==> src/rtl/apu_mixer.sv <==
// APU output mixer: NR50/NR51/NR52 registers, per-side pan/sum/volume pipeline
// and box-filter decimation to signed 16-bit PCM.
module apu_mixer #(
   parameter int DECIM_LOG2 = 5
) (
   input  logic               clk,
   input  logic               reset,
   input  logic               slow_clk_en,
   input  logic               cpu_en,
   input  logic [2:0]         target,
   input  logic [7:0]         wdata,
   input  logic               write,
   output logic [7:0]         rdata,
   input  logic [3:0]         wave1,
   input  logic [3:0]         wave2,
   input  logic [3:0]         wave3,
   input  logic [3:0]         wave4,
   input  logic [3:0]         ch_active,
   input  logic [3:0]         dac_on,
   output logic               apu_power,
   output logic               apu_clear,
   output logic signed [15:0] left_out,
   output logic signed [15:0] right_out,
   output logic               sample_valid
);

   localparam int AW = 10 + DECIM_LOG2;
   localparam int CW = (DECIM_LOG2 > 0) ? DECIM_LOG2 : 1;
   localparam logic [CW-1:0] LAST = CW'((1 << DECIM_LOG2) - 1);

   function automatic logic signed [6:0] dac_level(input logic en, input logic [3:0] wave);
      logic signed [6:0] v;
      v = $signed({2'b00, wave, 1'b0}) - 7'sd15;
      return en ? v : 7'sd0;
   endfunction

   function automatic logic signed [9:0] scale(input logic signed [6:0] side, input logic [2:0] vol);
      logic signed [9:0] s;
      logic signed [9:0] g;
      s = 10'(side);
      g = $signed({7'b0, vol}) + 10'sd1;
      return s * g;
   endfunction

   logic [7:0]        r_nr50;
   logic [7:0]        r_nr51;
   logic              r_power;
   logic              r_clear;
   logic              w_wr;
   logic signed [6:0] w_dac [4];
   logic signed [6:0] w_mix_l;
   logic signed [6:0] w_mix_r;
   logic signed [6:0] r_mix_l_p0;
   logic signed [6:0] r_mix_r_p0;
   logic signed [9:0] r_side_l_p1;
   logic signed [9:0] r_side_r_p1;
   logic signed [AW-1:0] r_acc_l_p2;
   logic signed [AW-1:0] r_acc_r_p2;
   logic signed [AW-1:0] w_sum_l;
   logic signed [AW-1:0] w_sum_r;
   logic signed [9:0]    w_avg_l;
   logic signed [9:0]    w_avg_r;
   logic [CW-1:0]        r_cnt;

   assign w_wr      = cpu_en & write;
   assign apu_power = r_power;
   assign apu_clear = r_clear;

   // Powering off clears the mixer registers in the same clk as the write.
   always_ff @(posedge clk or posedge reset) begin
      if (reset) begin
         r_nr50  <= 8'h00;
         r_nr51  <= 8'h00;
         r_power <= 1'b0;
         r_clear <= 1'b1;
      end else begin
         r_clear <= ~r_power;
         if (w_wr & target[2] & r_power & ~wdata[7]) begin
            r_nr50 <= 8'h00;
            r_nr51 <= 8'h00;
         end else begin
            if (w_wr & target[0] & r_power) r_nr50 <= wdata;
            if (w_wr & target[1] & r_power) r_nr51 <= wdata;
         end
         if (w_wr & target[2]) r_power <= wdata[7];
      end
   end

   always_comb begin
      rdata = 8'hFF;
      if (target[0])      rdata = r_nr50;
      else if (target[1]) rdata = r_nr51;
      else if (target[2]) rdata = {r_power, 3'b111, ch_active & {4{r_power}}};
   end

   assign w_dac[0] = dac_level(dac_on[0], wave1);
   assign w_dac[1] = dac_level(dac_on[1], wave2);
   assign w_dac[2] = dac_level(dac_on[2], wave3);
   assign w_dac[3] = dac_level(dac_on[3], wave4);

   always_comb begin
      w_mix_l = 7'sd0;
      w_mix_r = 7'sd0;
      if (r_power) begin
         for (int n = 0; n < 4; n++) begin
            if (r_nr51[4+n]) w_mix_l = w_mix_l + w_dac[n];
            if (r_nr51[n])   w_mix_r = w_mix_r + w_dac[n];
         end
      end
   end

   assign w_sum_l = r_acc_l_p2 + AW'(r_side_l_p1);
   assign w_sum_r = r_acc_r_p2 + AW'(r_side_r_p1);
   assign w_avg_l = 10'(w_sum_l >>> DECIM_LOG2);
   assign w_avg_r = 10'(w_sum_r >>> DECIM_LOG2);

   always_ff @(posedge clk or posedge reset) begin
      if (reset) begin
         r_mix_l_p0   <= '0;
         r_mix_r_p0   <= '0;
         r_side_l_p1  <= '0;
         r_side_r_p1  <= '0;
         r_acc_l_p2   <= '0;
         r_acc_r_p2   <= '0;
         r_cnt        <= '0;
         left_out     <= '0;
         right_out    <= '0;
         sample_valid <= 1'b0;
      end else begin
         sample_valid <= 1'b0;
         if (slow_clk_en) begin
            // p0: panned channel sum
            r_mix_l_p0  <= w_mix_l;
            r_mix_r_p0  <= w_mix_r;
            // p1: master volume
            r_side_l_p1 <= scale(r_mix_l_p0, r_nr50[6:4]);
            r_side_r_p1 <= scale(r_mix_r_p0, r_nr50[2:0]);
            // p2: window accumulate / emit
            if (r_cnt == LAST) begin
               r_cnt        <= '0;
               r_acc_l_p2   <= '0;
               r_acc_r_p2   <= '0;
               left_out     <= {w_avg_l, 6'b0};
               right_out    <= {w_avg_r, 6'b0};
               sample_valid <= 1'b1;
            end else begin
               r_cnt      <= r_cnt + CW'(1);
               r_acc_l_p2 <= w_sum_l;
               r_acc_r_p2 <= w_sum_r;
            end
         end
      end
   end

endmodule

==> config.mk <==
export PLATFORM = sky130hd
export DESIGN_NAME = apu_mixer
export DESIGN_NICKNAME = d
export VERILOG_FILES = /design/src/rtl/apu_mixer.sv
export SDC_FILE = /design/constraint.sdc
export NUM_CORES = 1
export LEC_CHECK = 0
export ABC_AREA = 1
export BUFFER_PORTS_ARGS = -buffer_cell sky130_fd_sc_hd__buf_2
export CAP_MARGIN = 10
export CORE_MARGIN = 5
export CORE_UTILIZATION = 30
export DETAILED_ROUTE_END_ITERATION = 8
export GPL_ROUTABILITY_DRIVEN = 0
export SYNTH_ARGS = -nofsm -noshare
export SYNTH_HDL_FRONTEND = slang
export SYNTH_SLANG_ARGS = --single-unit
export TNS_END_PERCENT = 100
==> constraint.sdc <==
create_clock -name clk -period 9.2 [get_ports clk]
set_clock_uncertainty 0.05 [all_clocks]
set_input_delay 1.84 -clock clk [delete_from_list [all_inputs] [get_ports clk]]
set_output_delay 1.84 -clock clk [all_outputs]
set_load 0.01 [all_outputs]
# == Yosys cells after proc, flatten, opt, wreduce, memory -nomap -nowiden ==
# Cells that the tools add are included.
# totals
regBits,108
latch_bits,0
ram_bits,0
mem_bits_ro,0
inputBits,40
out_inout_bits,43
wordCells,78
n_memories,0
# classes
addsub,15
mul,2
div,0
magnitude_cmp,0
n_eq_ne,1
shifts,0
muxes,32
bitwise,11
reduce_logical,3
# ops
operator,n
2-to-1 mux 7 bit,20
2-to-1 mux 8 bit,7
adder 7 bit,6
adder 15 x 10 -> 15 bit,2
2-to-1 mux 15 bit,2
"subtractor 5 x 4 -> 6 bit, second input constant",4
multiplier 7 x 5 -> 10 bit,2
"adder 3 x 1 -> 4 bit, second input constant",2
bitwise AND 1 bit,8
"adder 5 x 1 -> 5 bit, second input constant",1
"== test 5 bit, second input constant",1
2-to-1 mux 5 bit,1
bitwise AND 4 bit,1
nonzero test 2 bit,2
2-to-1 mux 1 bit,2
inverter 1 bit,2
AND reduction 2 bit,1

# == Longest topological paths before layout ==
# Gate-level depths: netlist of the first run.
# logic_depth
word_depth,13
mapped_depth,31

# == Worst setup path after synthesis of the first run ==
# Ideal clock, no wire load.
# synth_timing
kind,in2reg
start,input dac_on[0]
end,register r_mix_r_p0[6]
setup_ps,118
t_arrival_ps,4907
path_slack_ps,4126
path_stages,30
path_cell_list,nand2_2 inv_1 ha_1 fa_1 nand4_1 nand2_1 nand2_1 nand3_1 nand2_1 inv_1 ha_1 nand2_1 inv_1 nand4_1 o211ai_1 or2_2 nand3_1 nand2_1 ha_1 nand2_1 inv_1 nand4_1 nand3_1 nand2_1 nand2_1 nor2_1 inv_1 nand3_1 nand3_1 nand2_1
# synth_between
elab_chain_cells,12
# synth_lines
element,line,text
from (decl),19,"input logic [3:0] dac_on,"
2-to-1 mux 7 bit (*),34,return en ? v : 7'sd0;
2-to-1 mux 7 bit (*),107,if (r_nr51[n]) w_mix_r = w_mix_r + w_dac[n];
2-to-1 mux 7 bit (*),104,if (r_power) begin
adder 7 bit,107,
2-to-1 mux 7 bit (*),107,
2-to-1 mux 7 bit (*),104,
adder 7 bit,107,
2-to-1 mux 7 bit (*),107,
2-to-1 mux 7 bit (*),104,
adder 7 bit,107,
2-to-1 mux 7 bit (*),107,
2-to-1 mux 7 bit (*),104,
to (signal assigned),134,r_mix_r_p0 <= w_mix_r;
to (decl),54,logic signed [6:0] r_mix_r_p0;
# Mark *: on every way between the ends. The rest lies on a longest branch, timed or not. The select of a mux whose other input is x is not followed.
# A chain may end at the register's enable or synchronous reset.

# == Worst setup path in the final report of the first run ==
# Ends and elaborated chain as after synthesis.

==> out/results.tsv, run 1 <==
metric	value	unit
ir_drop	0.126	mV
outcome	complete, no violations	
p_seq_share	27.3	%
crit_type	in2reg	
fin_nets	1601	
synth_area	9700	um2
grt.total_usage	13.1	%
wirelength	23100	um
pwr-share-clk	13.1	%
via_count	8604	
dp_slack	3.68	ns
slowest_delay	0.40	ns
ys_seq_area_share	27.9	%
reg2reg_to	r_side_r_p1[8]	
hold_ws	0.425	ns
cts_max_level	3	
crit_path_frequent_cell	nand2_1	
synth_top_area_cell	dfrtp_1	
synth.avg_cell_area	7.09	um2
cts_resized	0	
synth.top_cell.area_share	27.6	%
cts_buffer_depth	2	
synthArstFlopShare	100	%
clkTransAtPathRegs	0.07	ns
antenna_found_initial	0	
cts_buffers	9	
ys_ff_latch	108	
p_int	1.55	mW
tns	0	ns
finalHoldViolCount	0	
crit_fanout	6	
worstPathRequired	9.45	ns
grt_start_max_net_pins	77	
io_pins	83	
grt_pass1_wl	39900	um
crit_arrival	5.43	ns
syn_to_final_growth	10.7	%
via_per_inst	4.68	
yosys.cell_types.count	49	
fillCellCount	3391	
p_sw_share	48.3	%
drv_slew	0	
rsz0062_at_grt	false	
worst_pin_slew	1.11	ns
path_buf_inv	5	
synth_edf_count	0	
synth_warnings	0	
synth_top_cells_by_count	384 x nand2_1, 216 x inv_1, 112 x nand3_1, 112 x nor2_1, 107 x dfrtp_1	
cts_tree	done	
max_freq	0.193	GHz
first_pass_iters	5	
cts_root_buffer	clkbuf_16	
start_util	30.6	%
cp_top_family	simple AND/OR/NAND/NOR gates	
fin_crit_sh	56.3	%
num_rows	65	
rrSetupSlack	5.17	ns
routedWlPerCell	12.6	um
grt_pass1_vias	8435	
power	2.99	mW
syn_inst	1368	
relSlewSlack	25.7	%
finalCriticalPeriod	5.18	ns
route.detailed.drc	0	
holdPathEnd	left_out[13]	
core	31700	um2
overflow	0	
dpl.hpwl	18300	um
cp-start-kind	input port	
diodes	0	
slowest_stage	fa_1	
detail-route-antenna-nets	0	
power.leakage	5.96	nW
synth.area.top_cells	dfrtp_1 28%, nand2_1 15%, ha_1 13%, inv_1 8.4%, fa_1 6.6%	
reg2reg_from	r_nr50[0]	
drive_above_1_share	8.57	%
clock-sinks	108	
post-synth-top-count-cell	nand2_1	
fp.dieH	190	um
power_density	279	nW/um2
cts_hold_buffers	0	
setup_slack	4.02	ns
worstRegToRegCells	19	
switchingPower	1.45	mW
ys.flop_type	dfrtp_1	
die-area	36000	um2
die_w	190	um
cts_setup_buffers	0	
drtIter0Drc	563	
io_buffers	70	
min_from	left_out[13]	
hp-class	reg2reg	
p_comb_share	59.7	%
worstSetupEndpointType	flop	
clk_latency	0.37	ns
setup_viol	0	
maxCapViolCount	0	
holdPathStages	2	
[sequential cells by signal (all words and copies together) (netlist names)]
register and flops:
r_acc_r_p2 15, r_acc_l_p2 15, r_mix_r_p0 7, r_side_r_p1 10, sample_valid 1, r_nr50 8
left_out 10, r_nr51 8, r_cnt 5, r_side_l_p1 10, right_out 10, apu_power 1
apu_clear 1, r_mix_l_p0 7
[power by group through the flow]
stage               combinational [mW]  sequential [mW]  clock, mW
global route                      2.09            0.842      0.424
detailed placement                1.78            0.824          0
floorplan                         1.41            0.789          0
CTS                               1.80            0.817      0.408
finish                            1.79            0.816      0.391
global placement                  1.75            0.823          0
[metrics by stage]
| stage | utilization, % | instance area (um2) | std cells |
|---|---|---|---|
| floorplan | - | 9740 | 1379 |
| global placement | 32.9 | 10400 | 1822 |
| detailed placement | 32.9 | 10400 | 1822 |
| CTS | 33.9 | 10700 | 1838 |
| global route | 33.9 | 10700 | 1838 |
| finish | 33.9 | 10700 | 1838 |
[layer usage]
layer	GRT usage, %	up-vias	wire length, um
met5	0	-	0
met4	2.89	0	226
met3	2.13	15	908
met2	21.2	137	10200
met1	18.6	3936	11800
li1	-	4516	-
[cells by family (layout without fill, tap and decap cells)]
group,after synthesis,in the layout,synth area share [%]
compound gates,188,188,11.1
simple gates,661,661,28.6
mux,2,2,0.232
flops,108,108,27.9
buf+inv,251,308,10.3
other cells,1,12,0.0387
fa+ha+maj,130,130,19.3
xor+xnor,27,27,2.59
[layout make-up]
class	instances	area, um2	area share, %
Clock inverter	6	55.1	0.513
Inverter	218	821	7.64
Timing Repair Buffer	74	380	3.54
Multi-Input combinational cell	1020	6040	56.2
Clock buffer	10	239	2.23
Tap cell	402	503	4.68
Sequential cell	108	2700	25.2
[worst max path at each step]
stage                     startpoint             to  slack, ns  cells after the start
final                      dac_on[0]  r_mix_r_p0[6]       4.02                     29
after global routing       dac_on[0]  r_mix_r_p0[6]       3.63                     31
after CTS                  dac_on[0]  r_mix_r_p0[6]       4.05                     29
after detailed placement   dac_on[0]  r_mix_r_p0[6]       3.68                     29
after global placement     dac_on[0]  r_mix_r_p0[6]       3.75                     31
after floorplan            dac_on[0]  r_mix_r_p0[6]       4.13                     30
[worst reg2reg max path: stages (launching register included)]
cell,delay (ns)
dfrtp_1,0.51
ha_1,0.31
xnor2_2,0.37
nor2_1,0.09
ha_1,0.29
inv_1,0.05
fa_1,0.53
inv_1,0.05
fa_1,0.47
ha_1,0.36
nand2_1,0.08
nand2_1,0.05
a31oi_1,0.19
nor2_1,0.09
nor2_1,0.09
nor2_1,0.05
nor2_1,0.08
nand2_1,0.05
nand3_1,0.10
nand2_1,0.06
[cells in the final DEF (no fill, tap or decap), types with 4 or more instances in the layout]
| cell type | instances |
|---|---|
| xnor2_1 | 11 |
| xor2_1 | 14 |
| nand3b_1 | 6 |
| nand2_1 | 384 |
| conb_1 | 12 |
| buf_2 | 70 |
| o21ai_0 | 68 |
| fa_1 | 32 |
| nand4_1 | 18 |
| o21ai_1 | 5 |
| o22ai_1 | 5 |
| inv_1 | 215 |
| or2_2 | 10 |
| a21o_1 | 4 |
| buf_4 | 4 |
| dfrtp_1 | 107 |
| ha_1 | 98 |
| o31ai_1 | 6 |
| nor3_1 | 6 |
| nand3_1 | 112 |
| a31oi_1 | 12 |
| a21oi_1 | 63 |
| clkbuf_16 | 9 |
| nand2_2 | 5 |
| nor2_1 | 112 |
| a22o_1 | 4 |
| a22oi_1 | 4 |
(Power assumes the default switching activity.)
==> inputs of run 2 (changes only) <==
==> constraint.sdc (replaced) <==
create_clock -name clk -period 4.4 [get_ports clk]
set_clock_uncertainty 0.05 [all_clocks]
set_input_delay 0.88 -clock clk [delete_from_list [all_inputs] [get_ports clk]]
set_output_delay 0.88 -clock clk [all_outputs]
set_load 0.01 [all_outputs]
==> out/results.tsv, run 2 (synthesized netlist as in run 1, its figures left out) <==
metric	value	unit	change
via_per_inst	4.69		was 4.68
first_pass_iters	5		unchanged
min_from	left_out[14]		was left_out[13]
clk_latency	0.36	ns	was 0.37 ns
overflow	0		unchanged
dpl_cell_area	10600	um2	was 10,400 um2
fin_util	34.5	%	was 33.9%
tns	0	ns	unchanged
ir_drop	0.252	mV	was 0.126 mV
via_count	8693		was 8,604
power	6.41	mW	was 2.99 mW
routedWlPerCell	12.7	um	was 12.6 um
max_freq	0.243	GHz	
reg2reg_from	r_nr50[4]		was r_nr50[0]
cts_buffers	9		unchanged
detail-route-antenna-nets	0		unchanged
worstPathRequired	4.60	ns	was 9.45 ns
cts_tree	done		unchanged
startpoint	dac_on[0]		unchanged
fin_crit_sh	93.4	%	
route.detailed.drc	0		unchanged
dp.cells	1836		was 1,822
relSlewSlack	30.8	%	was 25.7%
fin_nets	1617		was 1,601
wirelength	23600	um	was 23,100 um
power.leakage	6.05	nW	was 5.96 nW
drtIter0Drc	614		was 563
drv_slew	0		unchanged
num_rows	65		unchanged
start_util	30.6	%	unchanged
io_buffers	70		unchanged
dp_slack	-0.104	ns	was 3.68 ns
slowest_stage	ha_1		was fa_1
fin_area	10900	um2	was 10,700 um2
grt_pass1_wl	40100	um	was 39,900 um
hp-class	reg2reg		unchanged
grt.total_usage	13.2	%	was 13.1%
worstSetupEndpointType	flop		unchanged
crit_path_frequent_cell	nand2_1		unchanged
io_pins	83		unchanged
layout_commonest_cell	nand2_1		unchanged
worst_pin_slew	1.03	ns	was 1.11 ns
final_cells	1854		was 1,838
crit_arrival	4.31	ns	was 5.43 ns
final_cell_mix	384 x nand2_1, 215 x inv_1, 112 x nand3_1		was 384 x nand2_1, 215 x inv_1, 112 x nand3_1, 112 x nor2_1, 107 x dfrtp_1
grt_start_max_net_pins	109		was 77
drive_above_1_share	9.99	%	was 8.57%
largestRegisters	r_acc_l_p2: 15 flops, r_acc_r_p2: 15 flops		unchanged
crit_type	in2reg		unchanged
cts_root_buffer	clkbuf_16		unchanged
finalHoldViolCount	0		unchanged
dpl.hpwl	18500	um	was 18,300 um
outcome	complete, no violations		unchanged
slowest_delay	0.34	ns	was 0.40 ns
clock-sinks	108		unchanged
clkTransAtPathRegs	0.07	ns	about the same
die_w	190	um	unchanged
setup_viol	0		unchanged
syn_to_final_growth	12.7	%	was 10.7%
crit_fanout	4		was 6
rsz0062_at_grt	true		was false
finalCriticalPeriod	4.11	ns	
hold_ws	0.423	ns	was 0.425 ns
cts_max_level	3		unchanged
grt_pass1_vias	8368		was 8,435
cts_buffer_depth	2		unchanged
antenna_found_initial	0		unchanged
cp-start-kind	input port		unchanged
die-area	36000	um2	unchanged
setup_slack	0.292	ns	was 4.02 ns
power_density	586	nW/um2	was 279 nW/um2
core	31700	um2	unchanged
maxCapViolCount	0		unchanged
diodes	0		unchanged
fp.dieH	190	um	unchanged
==> run 2: cell types whose count changed in the layout (fill, tap and decap cells not counted), sizes merged <==
| cell | delta |
|---|---|
| clkinvlp | -1 |
| clkinv | -1 |
| bufinv | +1 |
| buf | +16 |
| clkbuf | +1 |
==> run 2: path summary, 6_finish.rpt <==
path	to	slack, ns	cells past startpoint
max in group asynchronous	left_out[15]	3.25	3
setup reg to reg	r_side_l_p1[8]	0.41	16
hold / removal	left_out[14]	0.42	2
hold reg to reg	left_out[14]	0.42	2
min in group asynchronous	r_mix_l_p0[6]	0.59	3
setup / recovery	r_mix_l_p0[6]	0.29	29
==> run 2: repair_timing <==
item,CTS,global route
hold buffers,0,0
gates resized for setup,0,6
endpoints found under the hold margin,0,0
setup endpoints to repair,0,2
setup buffers,0,2
==> run 2: critical path, delay by kind of cell <==
family | cells | cell delay, ns
and+or+nand+nor | 17 | 1.54
adders and majority gates | 3 | 0.92
buffers and inverters | 6 | 0.57
AOI/OAI and AO/OA | 3 | 0.39
==> run 2: metal layers <==
metal / routed length, um / global-route usage, % / up-vias
met4: 290 / 2.50 / 0
li1: - / - / 4540
met3: 1160 / 2.57 / 18
met1: 12000 / 19.0 / 3947
met5: 0 / 0 / -
met2: 10200 / 20.9 / 188
==> run 2: layout make-up <==
type	instances	area (um2)
timing repair buffer	90	513
clock buffer	11	253
clock inverter	5	63.8
tap	402	503
fill	3379	20800
multi-input combinational	1020	6070
inverter	218	821
sequential	108	2700
==> run 2: where the power goes <==
part | switching, mW | internal [mW] | total [mW]
Combinational | 2.34 | 1.48 | 3.82
Clock | 0.397 | 0.481 | 0.877
Sequential | 0.315 | 1.39 | 1.71
